<file path="src/rtl/mips_muldiv_pkg.sv">
// mips_muldiv_pkg: shared constants for the MIPS multiply/divide unit.
//   - op-code encodings issued from the execute stage
//   - FSM state encodings (IDLE, CALC, FIX)
//   - helper giving the iteration-counter width for a given operand width
package mips_muldiv_pkg;

  // Operation codes on the 3-bit op bus; 110 and 111 are ignored
  localparam logic [2:0] OP_MULT  = 3'b000;
  localparam logic [2:0] OP_MULTU = 3'b001;
  localparam logic [2:0] OP_DIV   = 3'b010;
  localparam logic [2:0] OP_DIVU  = 3'b011;
  localparam logic [2:0] OP_MTHI  = 3'b100;
  localparam logic [2:0] OP_MTLO  = 3'b101;

  // FSM state encodings
  localparam logic [1:0] ST_IDLE = 2'd0;
  localparam logic [1:0] ST_CALC = 2'd1;
  localparam logic [1:0] ST_FIX  = 2'd2;

  // Counter must hold the value WIDTH itself
  function automatic int unsigned cnt_w(input int unsigned w);
    return $clog2(w + 1);
  endfunction

endpackage

</file>
<file path="src/rtl/mips_muldiv_if.sv">
// mips_muldiv_if: issue/result bundle between the execute stage and the
// multiply/divide unit.
//   master (core)  : drives start, op, flush, a, b; observes busy, done, hi, lo
//   slave  (muldiv): the reverse
interface mips_muldiv_if #(
  parameter int unsigned WIDTH = 32
);
  logic             start;
  logic [2:0]       op;
  logic             flush;
  logic [WIDTH-1:0] a;
  logic [WIDTH-1:0] b;
  logic             busy;
  logic             done;
  logic [WIDTH-1:0] hi;
  logic [WIDTH-1:0] lo;

  modport master (output start, op, flush, a, b, input  busy, done, hi, lo);
  modport slave  (input  start, op, flush, a, b, output busy, done, hi, lo);
endinterface

</file>
<file path="src/rtl/mips_muldiv_sign.sv">
// mips_muldiv_sign: combinational sign helpers for the muldiv unit.
//   a, b, sgn           : raw operands and signed-op flag (issue time)
//   abs_a, abs_b        : magnitudes (raw value for unsigned ops)
//   res                 : {upper, lower} raw result from the iteration
//   neg_full            : negate the whole double-width product
//   neg_hi, neg_lo      : negate the halves independently (remainder/quotient)
//   res_fix             : sign-corrected result, split into HI/LO by the caller
module mips_muldiv_sign #(
  parameter int unsigned WIDTH = 32
) (
  input  logic [WIDTH-1:0]   a,
  input  logic [WIDTH-1:0]   b,
  input  logic               sgn,
  output logic [WIDTH-1:0]   abs_a,
  output logic [WIDTH-1:0]   abs_b,
  input  logic [2*WIDTH-1:0] res,
  input  logic               neg_full,
  input  logic               neg_hi,
  input  logic               neg_lo,
  output logic [2*WIDTH-1:0] res_fix
);

  logic [WIDTH-1:0] hi_w;
  logic [WIDTH-1:0] lo_w;

  // Magnitudes wrap, so |MIN| stays MIN and is treated as unsigned 2^(W-1)
  always_comb begin
    abs_a = (sgn && a[WIDTH-1]) ? -a : a;
    abs_b = (sgn && b[WIDTH-1]) ? -b : b;
  end

  // Result fix-up: full negate for products, per-half for quotient/remainder
  always_comb begin
    hi_w = neg_hi ? -res[2*WIDTH-1:WIDTH] : res[2*WIDTH-1:WIDTH];
    lo_w = neg_lo ? -res[WIDTH-1:0]       : res[WIDTH-1:0];
    if (neg_full) res_fix = -res;
    else          res_fix = {hi_w, lo_w};
  end

endmodule

</file>
<file path="src/rtl/mips_muldiv.sv">
// mips_muldiv: iterative multiply/divide unit with HI/LO registers.
//   clk, rst : clock, synchronous active-high reset
//   bus      : slave side of mips_muldiv_if
//              start/op/flush/a/b in; busy/done/hi/lo out (all registered)
// Multiply is shift-add and divide is restoring, one bit per cycle; a
// mul/div takes WIDTH cycles in CALC plus one FIX cycle for sign correction.
module mips_muldiv
  import mips_muldiv_pkg::*;
#(
  parameter int unsigned WIDTH = 32
) (
  input logic          clk,
  input logic          rst,
  mips_muldiv_if.slave bus
);

  localparam int unsigned W2 = 2 * WIDTH;
  localparam int unsigned CW = cnt_w(WIDTH);

  logic [1:0]       state_q;
  logic [1:0]       state_d;
  logic [CW-1:0]    cnt_q;
  logic [W2-1:0]    work_q;     // mul: {partial, multiplier}; div: {rem, quotient}
  logic [WIDTH-1:0] opnd_q;     // mul: multiplicand; div: divisor
  logic             is_div_q;
  logic             neg_full_q;
  logic             neg_hi_q;
  logic             neg_lo_q;
  logic             busy_q;
  logic             done_q;
  logic [WIDTH-1:0] hi_q;
  logic [WIDTH-1:0] lo_q;

  logic             issue_c;
  logic             is_sgn_c;
  logic             sign_a_c;
  logic             sign_b_c;
  logic             b_zero_c;
  logic [WIDTH-1:0] abs_a_c;
  logic [WIDTH-1:0] abs_b_c;
  logic [W2-1:0]    res_c;
  logic [WIDTH:0]   sum_c;
  logic [WIDTH:0]   cand_c;
  logic [WIDTH-1:0] diff_c;
  logic             ge_c;
  logic [W2-1:0]    mul_nx_c;
  logic [W2-1:0]    div_nx_c;

  // Issue decode; flush suppresses a same-cycle start
  assign issue_c  = (state_q == ST_IDLE) && bus.start && !bus.flush;
  assign is_sgn_c = !bus.op[0];
  assign sign_a_c = is_sgn_c && bus.a[WIDTH-1];
  assign sign_b_c = is_sgn_c && bus.b[WIDTH-1];
  assign b_zero_c = (bus.b == '0);

  mips_muldiv_sign #(.WIDTH(WIDTH)) u_sign (
    .a        (bus.a),
    .b        (bus.b),
    .sgn      (is_sgn_c),
    .abs_a    (abs_a_c),
    .abs_b    (abs_b_c),
    .res      (work_q),
    .neg_full (neg_full_q),
    .neg_hi   (neg_hi_q),
    .neg_lo   (neg_lo_q),
    .res_fix  (res_c)
  );

  // One shift-add multiply step
  always_comb begin
    sum_c    = {1'b0, work_q[W2-1:WIDTH]} + (work_q[0] ? {1'b0, opnd_q} : '0);
    mul_nx_c = {sum_c, work_q[WIDTH-1:1]};
  end

  // One restoring divide step; the low WIDTH bits of the difference are exact
  // whenever the subtraction is kept
  always_comb begin
    cand_c   = {work_q[W2-1:WIDTH], work_q[WIDTH-1]};
    ge_c     = (cand_c >= {1'b0, opnd_q});
    diff_c   = cand_c[WIDTH-1:0] - opnd_q;
    div_nx_c = ge_c ? {diff_c,             work_q[WIDTH-2:0], 1'b1}
                    : {cand_c[WIDTH-1:0], work_q[WIDTH-2:0], 1'b0};
  end

  // Next-state logic
  always_comb begin
    state_d = state_q;
    case (state_q)
      ST_IDLE: if (issue_c && !bus.op[2]) state_d = ST_CALC;
      ST_CALC: begin
        if (bus.flush)                state_d = ST_IDLE;
        else if (cnt_q == CW'(1))     state_d = ST_FIX;
      end
      ST_FIX:  state_d = ST_IDLE;
      default: state_d = ST_IDLE;
    endcase
  end

  // State, datapath and output registers
  always_ff @(posedge clk) begin
    if (rst) begin
      state_q    <= ST_IDLE;
      cnt_q      <= '0;
      work_q     <= '0;
      opnd_q     <= '0;
      is_div_q   <= 1'b0;
      neg_full_q <= 1'b0;
      neg_hi_q   <= 1'b0;
      neg_lo_q   <= 1'b0;
      busy_q     <= 1'b0;
      done_q     <= 1'b0;
      hi_q       <= '0;
      lo_q       <= '0;
    end else begin
      state_q <= state_d;
      busy_q  <= (state_d != ST_IDLE);
      done_q  <= 1'b0;
      case (state_q)
        ST_IDLE: begin
          if (issue_c) begin
            case (bus.op)
              OP_MULT, OP_MULTU: begin
                opnd_q     <= abs_a_c;
                work_q     <= {{WIDTH{1'b0}}, abs_b_c};
                is_div_q   <= 1'b0;
                neg_full_q <= sign_a_c ^ sign_b_c;
                neg_hi_q   <= 1'b0;
                neg_lo_q   <= 1'b0;
                cnt_q      <= CW'(WIDTH);
              end
              OP_DIV, OP_DIVU: begin
                opnd_q     <= abs_b_c;
                work_q     <= {{WIDTH{1'b0}}, abs_a_c};
                is_div_q   <= 1'b1;
                neg_full_q <= 1'b0;
                // Remainder follows the dividend; with a zero divisor the
                // iteration leaves |a| in the remainder, so this restores a.
                neg_hi_q   <= sign_a_c;
                // Zero divisor keeps the all-ones quotient uncorrected
                neg_lo_q   <= (sign_a_c ^ sign_b_c) && !b_zero_c;
                cnt_q      <= CW'(WIDTH);
              end
              OP_MTHI: begin
                hi_q   <= bus.a;
                done_q <= 1'b1;
              end
              OP_MTLO: begin
                lo_q   <= bus.a;
                done_q <= 1'b1;
              end
              default: ;
            endcase
          end
        end
        ST_CALC: begin
          if (!bus.flush) begin
            work_q <= is_div_q ? div_nx_c : mul_nx_c;
            cnt_q  <= cnt_q - CW'(1);
          end
        end
        ST_FIX: begin
          if (!bus.flush) begin
            hi_q   <= res_c[W2-1:WIDTH];
            lo_q   <= res_c[WIDTH-1:0];
            done_q <= 1'b1;
          end
        end
        default: ;
      endcase
    end
  end

  assign bus.busy = busy_q;
  assign bus.done = done_q;
  assign bus.hi   = hi_q;
  assign bus.lo   = lo_q;

endmodule

</file>
<file path="src/flat_wrapper.sv">
// flat-port wrapper written by rule: the top's interface ports become plain ports
module mips_muldiv_flat import mips_muldiv_pkg::*;
#(
  parameter int unsigned WIDTH = 32
)
  (clk, rst, bus_start, bus_op, bus_flush, bus_a, bus_b, bus_busy, bus_done, bus_hi, bus_lo);
  mips_muldiv_if #(.WIDTH(WIDTH)) bus_i ();
  input logic clk;
  input logic rst;
  input wire logic [$bits(bus_i.start)-1:0] bus_start;
  input wire logic [$bits(bus_i.op)-1:0] bus_op;
  input wire logic [$bits(bus_i.flush)-1:0] bus_flush;
  input wire logic [$bits(bus_i.a)-1:0] bus_a;
  input wire logic [$bits(bus_i.b)-1:0] bus_b;
  output wire logic [$bits(bus_i.busy)-1:0] bus_busy;
  output wire logic [$bits(bus_i.done)-1:0] bus_done;
  output wire logic [$bits(bus_i.hi)-1:0] bus_hi;
  output wire logic [$bits(bus_i.lo)-1:0] bus_lo;
  assign bus_i.start = bus_start;
  assign bus_i.op = bus_op;
  assign bus_i.flush = bus_flush;
  assign bus_i.a = bus_a;
  assign bus_i.b = bus_b;
  assign bus_busy = bus_i.busy;
  assign bus_done = bus_i.done;
  assign bus_hi = bus_i.hi;
  assign bus_lo = bus_i.lo;
  mips_muldiv #(.WIDTH(WIDTH)) u_core (.clk(clk), .rst(rst), .bus(bus_i));
endmodule
</file>
<file path="config.mk">
export PLATFORM = sky130hd
export DESIGN_NAME = mips_muldiv_flat
export DESIGN_NICKNAME = d
export VERILOG_FILES = /design/src/rtl/mips_muldiv_pkg.sv /design/src/rtl/mips_muldiv_if.sv /design/src/rtl/mips_muldiv_sign.sv /design/src/rtl/mips_muldiv.sv /design/src/flat_wrapper.sv
export SDC_FILE = /design/constraint.sdc
export NUM_CORES = 1
export LEC_CHECK = 0
export BUFFER_PORTS_ARGS = -buffer_cell sky130_fd_sc_hd__buf_4
export CAP_MARGIN = 15
export CORE_MARGIN = 10
export CORE_UTILIZATION = 45
export DETAILED_ROUTE_END_ITERATION = 10
export GPL_TIMING_DRIVEN = 0
export HOLD_SLACK_MARGIN = 0.1
export SKIP_CTS_REPAIR_TIMING = 1
export SLEW_MARGIN = 20
export SYNTH_ARGS = -nofsm -noshare
export SYNTH_HDL_FRONTEND = slang
export SYNTH_HIERARCHICAL = 1
export SYNTH_SLANG_ARGS = --single-unit
</file>
<file path="constraint.sdc">
create_clock -name clk -period 3.65 [get_ports clk]
set_input_delay 1.095 -clock clk [delete_from_list [all_inputs] [get_ports clk]]
set_output_delay 1.095 -clock clk [all_outputs]
set_load 0.01 [all_outputs]
</file>
==> flow_summary_export.csv <==
group,metric,value,unit
yosys,synth_area_leaders,"dfxtp_1 23%, a21oi_1 7.2%, nor2_1 6.9%",
grt,grt_pass1_vias,15900,
cells_and_area,seq_area,0.00350,mm²
timing,worst_slew_margin_rel,22.8,%
power,ir_drop,0.385,mV
route,first_pass_iters,6,
worst_hold_path,hp-class,"flip-flop to flip-flop",
yosys,synth_edf_count,0,
grt,overflow,0,
yosys,synth_seq_cells,174,
yosys,synth_top_area_share,22.9,%
yosys,synth_area,0.0152,mm²
place,place.gp.congestion,0.967,
timing,holdWs,0.496,ns
cells_and_area,final_layout_size_suffix_gt1_share,10.6,%
timing,finalCritPeriodShare,101,%
clocking,cts.sink_count,174,
timing,skew,0.0126,ns
timing,fin_crit,3.67,ns
critical_path,critical_path.most_common_cell,"nor2_1",
yosys,synth.avg_cell_area,7.12,µm²
critical_path,worstPathArrival,4.01,ns
yosys,ys_seq_area_share,22.9,%
cells_and_area,finalNonFillerCells,2745,
route,ant_nets,0,
die,start_util,45.5,%
grt,track_usage,31.3,%
power,power_density,308,mW/mm²
die,row_count,67,
route,vias,17500,
critical_path,cpPeakStageDelay,0.44,ns
cells_and_area,final_nets,2427,
timing,fmax,272,MHz
critical_path,cp_num_buf_inv,3,
die,dieArea,0.0415,mm²
clocking,cts_tree,"built",
cells_and_area,diodes,0,
die,die_w,204,µm
cells_and_area,syn_to_final_growth,15.9,%
critical_path,startpoint_type,"flip-flop",
cells_and_area,mostFrequentLayoutCells,"280 x nor2_1, 219 x nand2_1, 216 x a21oi_1",
status,violations,"setup timing",
yosys,synth_top_flop_cell,"dfxtp_1",
timing,setup_slack,-0.0220,ns
yosys,netlist_instances,2131,
grt,antenna_found_initial,0,
status,outcome,"complete, but fails checks",
critical_path,crit_family,"compound AO/OA/AOI/OAI gates",
yosys,syn_nets,2274,
clocking,cts_buffers,17,
route,remaining_drc_errors,0,
die,die_y,204,µm
clocking,worstSkewPairLatency,0.46,ns
place,post-place-ws,-0.980,ns
critical_path,crit_type,"flip-flop to flip-flop",
yosys,synth_cell_types,82,
critical_path,endpoint_kind,"flip-flop",
clocking,cts.path.max_buffers,2,
timing,slew_viol_final,0,
cells_and_area,final_common_cell,"nor2_1",
route,routed_via_density,6.36,
grt,grt_max_degree,19,
die,ios,137,
critical_path,cp_cell_sequence,"clkinvlp_4, clkbuf_4, nor2_1, ha_1, clkbuf_1, a211oi_2, o21ai_1, a21oi_4, o2111ai_4, a41oi_2, nor2_1, a2111oi_2, o31ai_1",
yosys,yosysTopAreaCell,"dfxtp_1",
clocking,clk_pin_slew_worst_paths,0.08,ns
route,wl,68700,µm
critical_path,cp_max_fo,10,
grt,grt_pass1_wl,99900,µm
yosys,ys_warn_count,6,
cells_and_area,final_core_util,52.7,%
job,drv_cap,0,
timing,hold_viol,0,
power,cellLeakagePower,0.00690,µW
cells_and_area,multiInputGateArea,0.0111,mm²
route,dr.first_iter.drc_count,1969,
clocking,h-tree-depth,4,
place,place_inst,2713,
timing,tightestPinTransition,1.15,ns
timing,setup-violations-final,2,
timing,finalSetupTns,-0.0383,ns
route,wl_per_cell,25.0,µm
critical_path,cp.required,3.99,ns
die,core_area,0.0334,mm²
clocking,cts_root_buf,"clkbuf_16",
yosys,async_flop_share,0,%
critical_path,cpMaxStageDelayCell,"dfxtp_4",
place,portBuffers,134,
cells_and_area,fillers,3454,
place,dp_hpwl,55100,µm
worst min-delay path: cells and delay by family (launching register included):
kind	cells	cell delay [ns]
and+or+nand+nor	1	0.06
DFF	1	0.34
AOI/OAI and AO/OA	1	0.05
worst paths after layout:
kind / start / to / slack [ns] / depth (start not counted)
worst max register to register: u_core/work_q[0] / u_core/work_q[63] / -0.02 / 13
worst min register to register: u_core/neg_lo_q / u_core/neg_lo_q / 0.50 / 2
worst max-delay path: u_core/work_q[0] / u_core/work_q[63] / -0.02 / 13
worst min-delay path: u_core/neg_lo_q / u_core/neg_lo_q / 0.50 / 2
sequential cells by signal, summed over array words and instances (netlist names), 2 cells and up:
register        cells
u_core/bus.hi      32
u_core/bus.lo      32
u_core/cnt_q        6
u_core/opnd_q      32
u_core/state_q      2
u_core/work_q      64
cell families (layout without fill, tap and decap cells):
kind of cell	after synthesis	count (layout)	synth area share, %
adder cells (fa/ha/maj)	72	72	6.03
AND/OR/NAND/NOR	824	824	26.0
buffers and inverters	206	372	5.31
multiplexers	19	19	1.27
XOR/XNOR	160	160	9.23
flip-flops	174	174	22.9
AO/OA/AOI/OAI	676	676	29.2
metrics by stage:
step | area [µm²] | power, µW
finish | 17600 | 5420
global route | 17600 | 5580
CTS | 17400 | 5360
detailed placement | 16800 | 3360
global placement | 16700 | 3360
floorplan | 15200 | 2870
final cells by class:
type / count / area share [%]
inverter: 67 / 1.45
timing repair buffer: 136 / 5.80
multi-input combinational: 1751 / 62.9
clock buffer: 18 / 2.50
clock inverter: 14 / 1.13
sequential: 174 / 19.9
buffer: 137 / 3.17
tap: 448 / 3.19
where the power goes:
part / switching, µW / total (µW) / internal [µW] / leakage [µW]
clock: 968 / 2040 / 1070 / 0.000307
combinational: 874 / 1340 / 469 / 0.00518
sequential: 80.6 / 2040 / 1960 / 0.00142
total: 1920 / 5420 / 3490 / 0.00690
routing by layer:
metal / wire length [µm] / GRT usage (%) / up-vias / part of all wire [%]
li1: - / - / 8089 / -
met1: 30700 / 44.5 / 8329 / 45
met2: 29000 / 46.1 / 907 / 42
met3: 6610 / 6.09 / 133 / 9.6
met4: 2360 / 10.7 / 0 / 3.4
met5: 0 / 0 / - / 0
synth_stat cells (10+ instances only):
cell,instances
nor2_1,280
a21oi_1,219
nand2_1,219
dfxtp_1,174
a211oi_1,120
clkbuf_1,119
o21ai_0,97
xnor2_1,85
xor2_1,75
and2_1,73
ha_1,70
inv_1,66
a311oi_1,50
nor3_1,49
nor4_1,41
a31oi_1,24
o31ai_1,23
nand3_1,22
or3_1,22
nand4_1,20
nand2b_1,18
or4_1,18
mux2i_1,17
a21o_1,16
o221ai_1,15
o21a_1,14
nor2b_1,13
o22ai_1,12
and3_1,10
o211ai_1,10
o21bai_1,10
o41ai_1,10
Note: power is estimated with default switching activity, not from simulation.
